===== config.mk =====
export PLATFORM = sky130hd
export DESIGN_NAME = user_proj_count_monitor
export DESIGN_NICKNAME = d
export VERILOG_FILES = /design/src/rtl/user_proj_count_monitor.sv
export SDC_FILE = /design/constraint.sdc
export NUM_CORES = 1
export LEC_CHECK = 0
export BUFFER_PORTS_ARGS = -buffer_cell sky130_fd_sc_hd__buf_2
export CORE_MARGIN = 3
export CORE_UTILIZATION = 51
export CTS_CLUSTER_SIZE = 28
export DETAILED_ROUTE_END_ITERATION = 7
export HOLD_SLACK_MARGIN = 0.06
export MAX_ROUTING_LAYER = met4
export PLACE_DENSITY = 0.77
export SYNTH_ARGS = -nofsm -noshare
export SYNTH_HDL_FRONTEND = slang
export SYNTH_SLANG_ARGS = --single-unit

===== constraint.sdc =====
create_clock -name wb_clk_i -period 3.1 [get_ports wb_clk_i]
set_clock_uncertainty 0.15 [all_clocks]
set_input_delay 0.155 -clock wb_clk_i [delete_from_list [all_inputs] [get_ports wb_clk_i]]
set_output_delay 0.155 -clock wb_clk_i [all_outputs]
set_load 0.05 [all_outputs]

===== src/rtl/user_proj_count_monitor.sv =====
// Receive-side checker for the 2-bit GPIO ripple counter, with Wishbone stats access.
// Define COUNT_MON_IRQ_EN to add irq[2:0] with per-event enables in CTRL[3:2].
module user_proj_count_monitor #(
    parameter logic [31:0] BASE_ADDR = 32'h3000_0000,
    parameter int unsigned STEP_W    = 32,
    parameter int unsigned EVT_W     = 16
) (
    input  logic        wb_clk_i,
    input  logic        wb_rst_i,
    input  logic        wbs_cyc_i,
    input  logic        wbs_stb_i,
    input  logic        wbs_we_i,
    input  logic [3:0]  wbs_sel_i,
    input  logic [31:0] wbs_adr_i,
    input  logic [31:0] wbs_dat_i,
    output logic        wbs_ack_o,
    output logic [31:0] wbs_dat_o,
    input  logic [1:0]  io_in,
`ifdef COUNT_MON_IRQ_EN
    output logic [2:0]  irq,
`endif
    output logic [1:0]  io_oeb
);

    typedef enum logic [1:0] {
        IDLE  = 2'd0,
        SYNC  = 2'd1,
        TRACK = 2'd2
    } state_t;

    logic [1:0]        rst_pipe;
    logic              rst;
    logic [1:0]        stage1;
    logic [1:0]        stage2;
    logic [1:0]        s;
    logic [1:0]        last;
    logic [1:0]        last_inc;
    state_t            state;
    state_t            state_nx;
    logic              en;
    logic              clr;
    logic              tracking;
    logic              moved;
    logic              step;
    logic              bad;
    logic              wrap;
    logic [STEP_W-1:0] steps;
    logic [EVT_W-1:0]  wraps;
    logic [EVT_W-1:0]  errs;
    logic              err;
    logic              hit;
    logic              req;
    logic              ctrl_wr;
    logic [2:0]        idx;
    logic [31:0]       ctrl_rd;
    logic [31:0]       rdata;
    logic              unused;

    assign io_oeb = 2'b11;

    // Reset asserts asynchronously but is released on a clock edge.
    always_ff @(posedge wb_clk_i or posedge wb_rst_i) begin
        if (wb_rst_i) rst_pipe <= 2'b11;
        else          rst_pipe <= {rst_pipe[0], 1'b0};
    end
    assign rst = rst_pipe[1];

    always_ff @(posedge wb_clk_i or posedge rst) begin
        if (rst) begin
            stage1 <= 2'b00;
            stage2 <= 2'b00;
            s      <= 2'b00;
        end else begin
            stage1 <= io_in;
            stage2 <= stage1;
            s      <= stage2;
        end
    end

    always_ff @(posedge wb_clk_i or posedge rst) begin
        if (rst) state <= IDLE;
        else     state <= state_nx;
    end

    always_comb begin
        state_nx = state;
        case (state)
            IDLE:    if (en) state_nx = SYNC;
            SYNC:    state_nx = en ? TRACK : IDLE;
            TRACK:   if (!en) state_nx = IDLE;
            default: state_nx = IDLE;
        endcase
    end

    // stage2 is the value s takes on this edge; events are judged against it.
    assign last_inc = last + 2'd1;
    assign tracking = (state == TRACK) && en;
    assign moved    = tracking && (stage2 != last);
    assign step     = moved && (stage2 == last_inc);
    assign bad      = moved && !step;
    assign wrap     = step && (last == 2'd3);

    always_ff @(posedge wb_clk_i or posedge rst) begin
        if (rst)                       last <= 2'b00;
        else if (state == SYNC && en)  last <= s;
        else if (tracking)             last <= stage2;
    end

    always_ff @(posedge wb_clk_i or posedge rst) begin
        if (rst) begin
            steps <= '0;
            wraps <= '0;
            errs  <= '0;
            err   <= 1'b0;
        end else if (clr) begin
            steps <= '0;
            wraps <= '0;
            errs  <= '0;
            err   <= 1'b0;
        end else begin
            if (step && steps != '1) steps <= steps + STEP_W'(1);
            if (wrap && wraps != '1) wraps <= wraps + EVT_W'(1);
            if (bad && errs != '1)   errs  <= errs + EVT_W'(1);
            if (bad)                 err   <= 1'b1;
        end
    end

    assign hit = wbs_cyc_i && wbs_stb_i
              && (wbs_adr_i[31:8] == BASE_ADDR[31:8]);
    assign req     = hit && !wbs_ack_o;
    assign idx     = wbs_adr_i[4:2];
    assign ctrl_wr = req && wbs_we_i && (idx == 3'd0) && wbs_sel_i[0];

`ifdef COUNT_MON_IRQ_EN
    logic [1:0] ie;
    logic [1:0] irq_q;

    always_ff @(posedge wb_clk_i or posedge rst) begin
        if (rst) begin
            en  <= 1'b0;
            clr <= 1'b0;
            ie  <= 2'b00;
        end else begin
            clr <= 1'b0;
            if (ctrl_wr) begin
                en  <= wbs_dat_i[0];
                clr <= wbs_dat_i[1];
                ie  <= wbs_dat_i[3:2];
            end
        end
    end

    always_ff @(posedge wb_clk_i or posedge rst) begin
        if (rst) begin
            irq_q <= 2'b00;
        end else begin
            irq_q[0] <= ie[0] && !clr && bad && (errs != '1);
            irq_q[1] <= ie[1] && !clr && wrap && (wraps != '1);
        end
    end

    assign irq     = {1'b0, irq_q};
    assign ctrl_rd = {28'd0, ie, 1'b0, en};
    assign unused  = ^{wbs_sel_i[3:1], wbs_adr_i[7:5],
                       wbs_adr_i[1:0], wbs_dat_i[31:4]};
`else
    always_ff @(posedge wb_clk_i or posedge rst) begin
        if (rst) begin
            en  <= 1'b0;
            clr <= 1'b0;
        end else begin
            clr <= 1'b0;
            if (ctrl_wr) begin
                en  <= wbs_dat_i[0];
                clr <= wbs_dat_i[1];
            end
        end
    end

    assign ctrl_rd = {31'd0, en};
    assign unused  = ^{wbs_sel_i[3:1], wbs_adr_i[7:5],
                       wbs_adr_i[1:0], wbs_dat_i[31:2]};
`endif

    always_comb begin
        rdata = '0;
        case (idx)
            3'd0:    rdata = ctrl_rd;
            3'd1:    rdata = {27'd0, err, last, state};
            3'd2:    rdata = 32'(steps);
            3'd3:    rdata = 32'(wraps);
            3'd4:    rdata = 32'(errs);
            default: rdata = '0;
        endcase
    end

    always_ff @(posedge wb_clk_i or posedge rst) begin
        if (rst) begin
            wbs_ack_o <= 1'b0;
            wbs_dat_o <= '0;
        end else begin
            wbs_ack_o <= req;
            wbs_dat_o <= (req && !wbs_we_i) ? rdata : '0;
        end
    end

endmodule


==> qor.csv <==
stage,metric,value,unit
clock_tree,CTS Buf Count,9,
synthesis,warnings from Yosys,0,
cells_and_area,Layout area overhead,13.7,%
cells_and_area,# diodes,0,
place,Post-Place Worst Slack,0.497,ns
route,routed vias/inst,6.04,
worst_setup_path,Worst Setup SP,last[0],
cells_and_area,Post-Layout Cell Count,818,
pwr,Tot Pwr,2.77,mW
clock_tree,CTS tree,yes,
run_status,outcome,finished clean,
worst_setup_path,Crit-path slowest cell,or3_1,
route,DRC viols,0,
sta,RSZ-0062 raised after global routing,false,
sta,Slew Limit Headroom,38.1,%
worst_setup_path,worst r2r src,last[0],
worst_setup_path,cell occurring most often along the worst timing path,or3_1,
sta,Final Hold Fails,0,
synthesis,Synth Register Bits,112,
sta,final setup fails,0,
synthesis,number of synthesized flops with an enable pin,0,
clock_tree,clock slew at reported path FFs,0.08,ns
worst_setup_path,Critical Path RT,3.23,ns
floorplan,Chip Height,114,um
worst_setup_path,Worst setup EP type,flop,
worst_setup_path,crit path cell chain,"ha_1, xnor2_1, nand3_4, or3_1, or3_1, a21oi_1",
route,drt pass-1 iters,5,
cells_and_area,cell area after layout,6800,sq um
sta,Hold WS,0.0838,ns
floorplan,io pins,110,
synthesis,Synth Cell Area,5980,sq um
cells_and_area,post-layout util,61.1,%
clock_tree,Worst-Skew Late Latency,0.36,ns
synthesis,post-synth cell types,72,
sta,crit path time final,2.63,ns
place,HPWL Detailed,9560,um
worst_setup_path,Worst EP arrival,2.76,ns
place,post-detailed-placement cell area,6390,sq um
synthesis,"Async S/R FF share, synth",100,%
route,routed len/inst,16.7,um
worst_setup_path,crit-path max cell delay,0.47,ns
flow_run,Max Cap Violations,0,
clock_tree,Max clock buf depth,2,
worst_setup_path,Crit Path Class,flop to flop,
clock_tree,H-Tree Depth,3,
global_routing,number of global-route vias before repair,4853,
floorplan,core footprint,11100,sq um
cells_and_area,share of layout cells above drive strength 1,20.6,%
pwr,Peak VDD IR,0.476,mV
floorplan,die area,13100,sq um
sta,worst slew pin tran,0.926,ns
route,total wire length,13700,um
synthesis,sequential fraction of the synthesis area,46.9,%
global_routing,GR Overflow Total,0,
place,GPL Wtd Cong,0.898,
worst_hold_path,HP Start,wbs_we_i,
cells_and_area,fin nets,752,
sta,post-route setup TNS,0,ns
floorplan,Initial Util,53.8,%
global_routing,overall routing resource usage,22.6,%
global_routing,first-pass GRT wire length,23300,um
pwr,pwr dens,408,nW/um^2
global_routing,largest net degree at the start of global routing,70,
sta,Final Max Tran Viols,0,
synthesis,Post-synth top flop,dfrtp_1,
global_routing,initial antenna violation count,0,
place,number of buffers added on ports,69,
worst_hold_path,hold crit path type,input pin to flop,
synthesis,Cells after Synth,609,
sta,fin crit share,84.7,%
floorplan,Die W,114,um
sta,Setup WS post-layout,0.475,ns
floorplan,floorplan row count,38,
route,DR vias,4942,
synthesis,Synth Area per Inst,9.82,sq um
clock_tree,clk root buf,clkbuf_16,
place,Inst Count DP,792,
worst_setup_path,CP Launch Type,flop,
route,post-route ant nets,0,
clock_tree,CTS sink count,112,
sta,Max Freq,381,MHz
pwr,Leak,2.91,nW
worst_setup_path,crit-path max FO,19,
route,initial DRC count,458,
## layout by cell type (no fill, tap or decap), types with 4 or more instances in the layout
cell	Yosys	final
nand4_1	18	18
nand2b_1	13	13
nand2_1	22	22
xnor2_1	14	14
nor2_1	68	68
and4_1	10	10
nor2b_1	11	11
a31oi_1	5	5
clkbuf_16	0	9
mux2i_1	8	8
ha_1	4	4
nor3_1	13	13
a211oi_1	5	5
o31ai_1	11	11
inv_1	14	13
dfrtp_1	110	109
mux2_2	10	10
a21oi_2	6	6
or4_1	9	9
and2_1	20	20
nand3_1	23	23
buf_2	4	69
nor4_1	12	12
o21ai_0	14	14
and3_1	6	6
dlygate4sd3_1	0	10
buf_4	4	6
or3_1	21	21
a22oi_1	15	15
a21oi_1	51	51
o21ai_1	7	7
## registers in the layout (all words and copies together) (netlist names)
name       flops
clr            1
en             1
err            1
errs          16
last           2
rst_pipe       2
s              2
stage1         2
stage2         2
state          2
steps         32
wbs_ack_o      1
wbs_dat_o     32
wraps         16
## routing by layer
metal	GRT usage [%]	share of wire [%]	vias up
met1	28.0	42	2437
met2	37.4	52	133
met3	4.86	4.2	22
met5	-	0	-
li1	-	-	2350
met4	6.65	1.7	0
## area by class of cell
cell class / count / area, sq um
clock buffer: 11 / 243
clock inverter: 5 / 65.1
tap: 140 / 175
multi-input combinational: 450 / 2940
sequential: 112 / 2810
inverter: 14 / 56.3
timing repair buffer: 86 / 510
fill: 911 / 4330
## Yosys cell counts, types with 5 or more instances
| cell | instances | area, sq um |
|---|---|---|
| nand2_1 | 22 | 82.6 |
| a21oi_2 | 6 | 52.6 |
| nand2b_1 | 13 | 81.3 |
| dfrtp_1 | 110 | 2750 |
| a22oi_1 | 15 | 113 |
| nand3_1 | 23 | 115 |
| a21oi_1 | 51 | 255 |
| a31oi_1 | 5 | 31.3 |
| a211oi_1 | 5 | 37.5 |
| and4_1 | 10 | 87.6 |
| o21ai_0 | 14 | 70.1 |
| nor4_1 | 12 | 75.1 |
| clkbuf_1 | 21 | 78.8 |
| mux2i_1 | 8 | 80.1 |
| and2_1 | 20 | 125 |
| mux2_2 | 10 | 113 |
| buf_6 | 5 | 56.3 |
| or4_1 | 9 | 67.6 |
| inv_1 | 14 | 52.6 |
| o31ai_1 | 11 | 82.6 |
| nor2b_1 | 11 | 68.8 |
| xnor2_1 | 14 | 123 |
| nor3_1 | 13 | 65.1 |
| nand4_1 | 18 | 113 |
| or3_1 | 21 | 131 |
| o21ai_1 | 7 | 35.0 |
| nor2_1 | 68 | 255 |
| and3_1 | 6 | 37.5 |
## worst max-delay path: cells and delay by family, from the launching register on
family / cells / cell delay, ns
AO/OA/AOI/OAI: 1 / 0.14
XOR/XNOR: 1 / 0.35
AND/OR/NAND/NOR: 3 / 1.08
flip-flops: 1 / 0.46
adder cells (fa/ha/maj): 1 / 0.37
## worst paths after layout
path / end / slack (ns) / cells after the start
worst min-delay path: wbs_dat_o[19] / 0.08 / 3
worst min register to register: stage2[0] / 0.20 / 0
worst max register to register: steps[26] / 0.47 / 6
min in group asynchronous: rst_pipe[1] / 0.20 / 3
max in group asynchronous: clr / 1.50 / 3
worst max-delay path: steps[26] / 0.47 / 6
## logic make-up after synthesis
group	share of synthesized area [%]
and+or+nand+nor	26.1
AOI/OAI and AO/OA	16.2
DFF	46.9
buffers and inverters	3.97
muxes	3.22
xor gates and xnor gates	2.62
adders and majority gates	0.837
other	0.126
## report_power, final
group / internal, mW / switching, mW
Sequential: 1.47 / 0.00316
Clock: 0.658 / 0.541
Combinational: 0.0368 / 0.0664
## what timing repair did
| action | CTS | global route |
|---|---|---|
| resized for setup | 0 | 0 |
| buffers inserted | 0 | 0 |
| hold buffers | 10 | 0 |
| hold endpoints to repair | 14 | 0 |
Power figures use the tool's default switching activity.
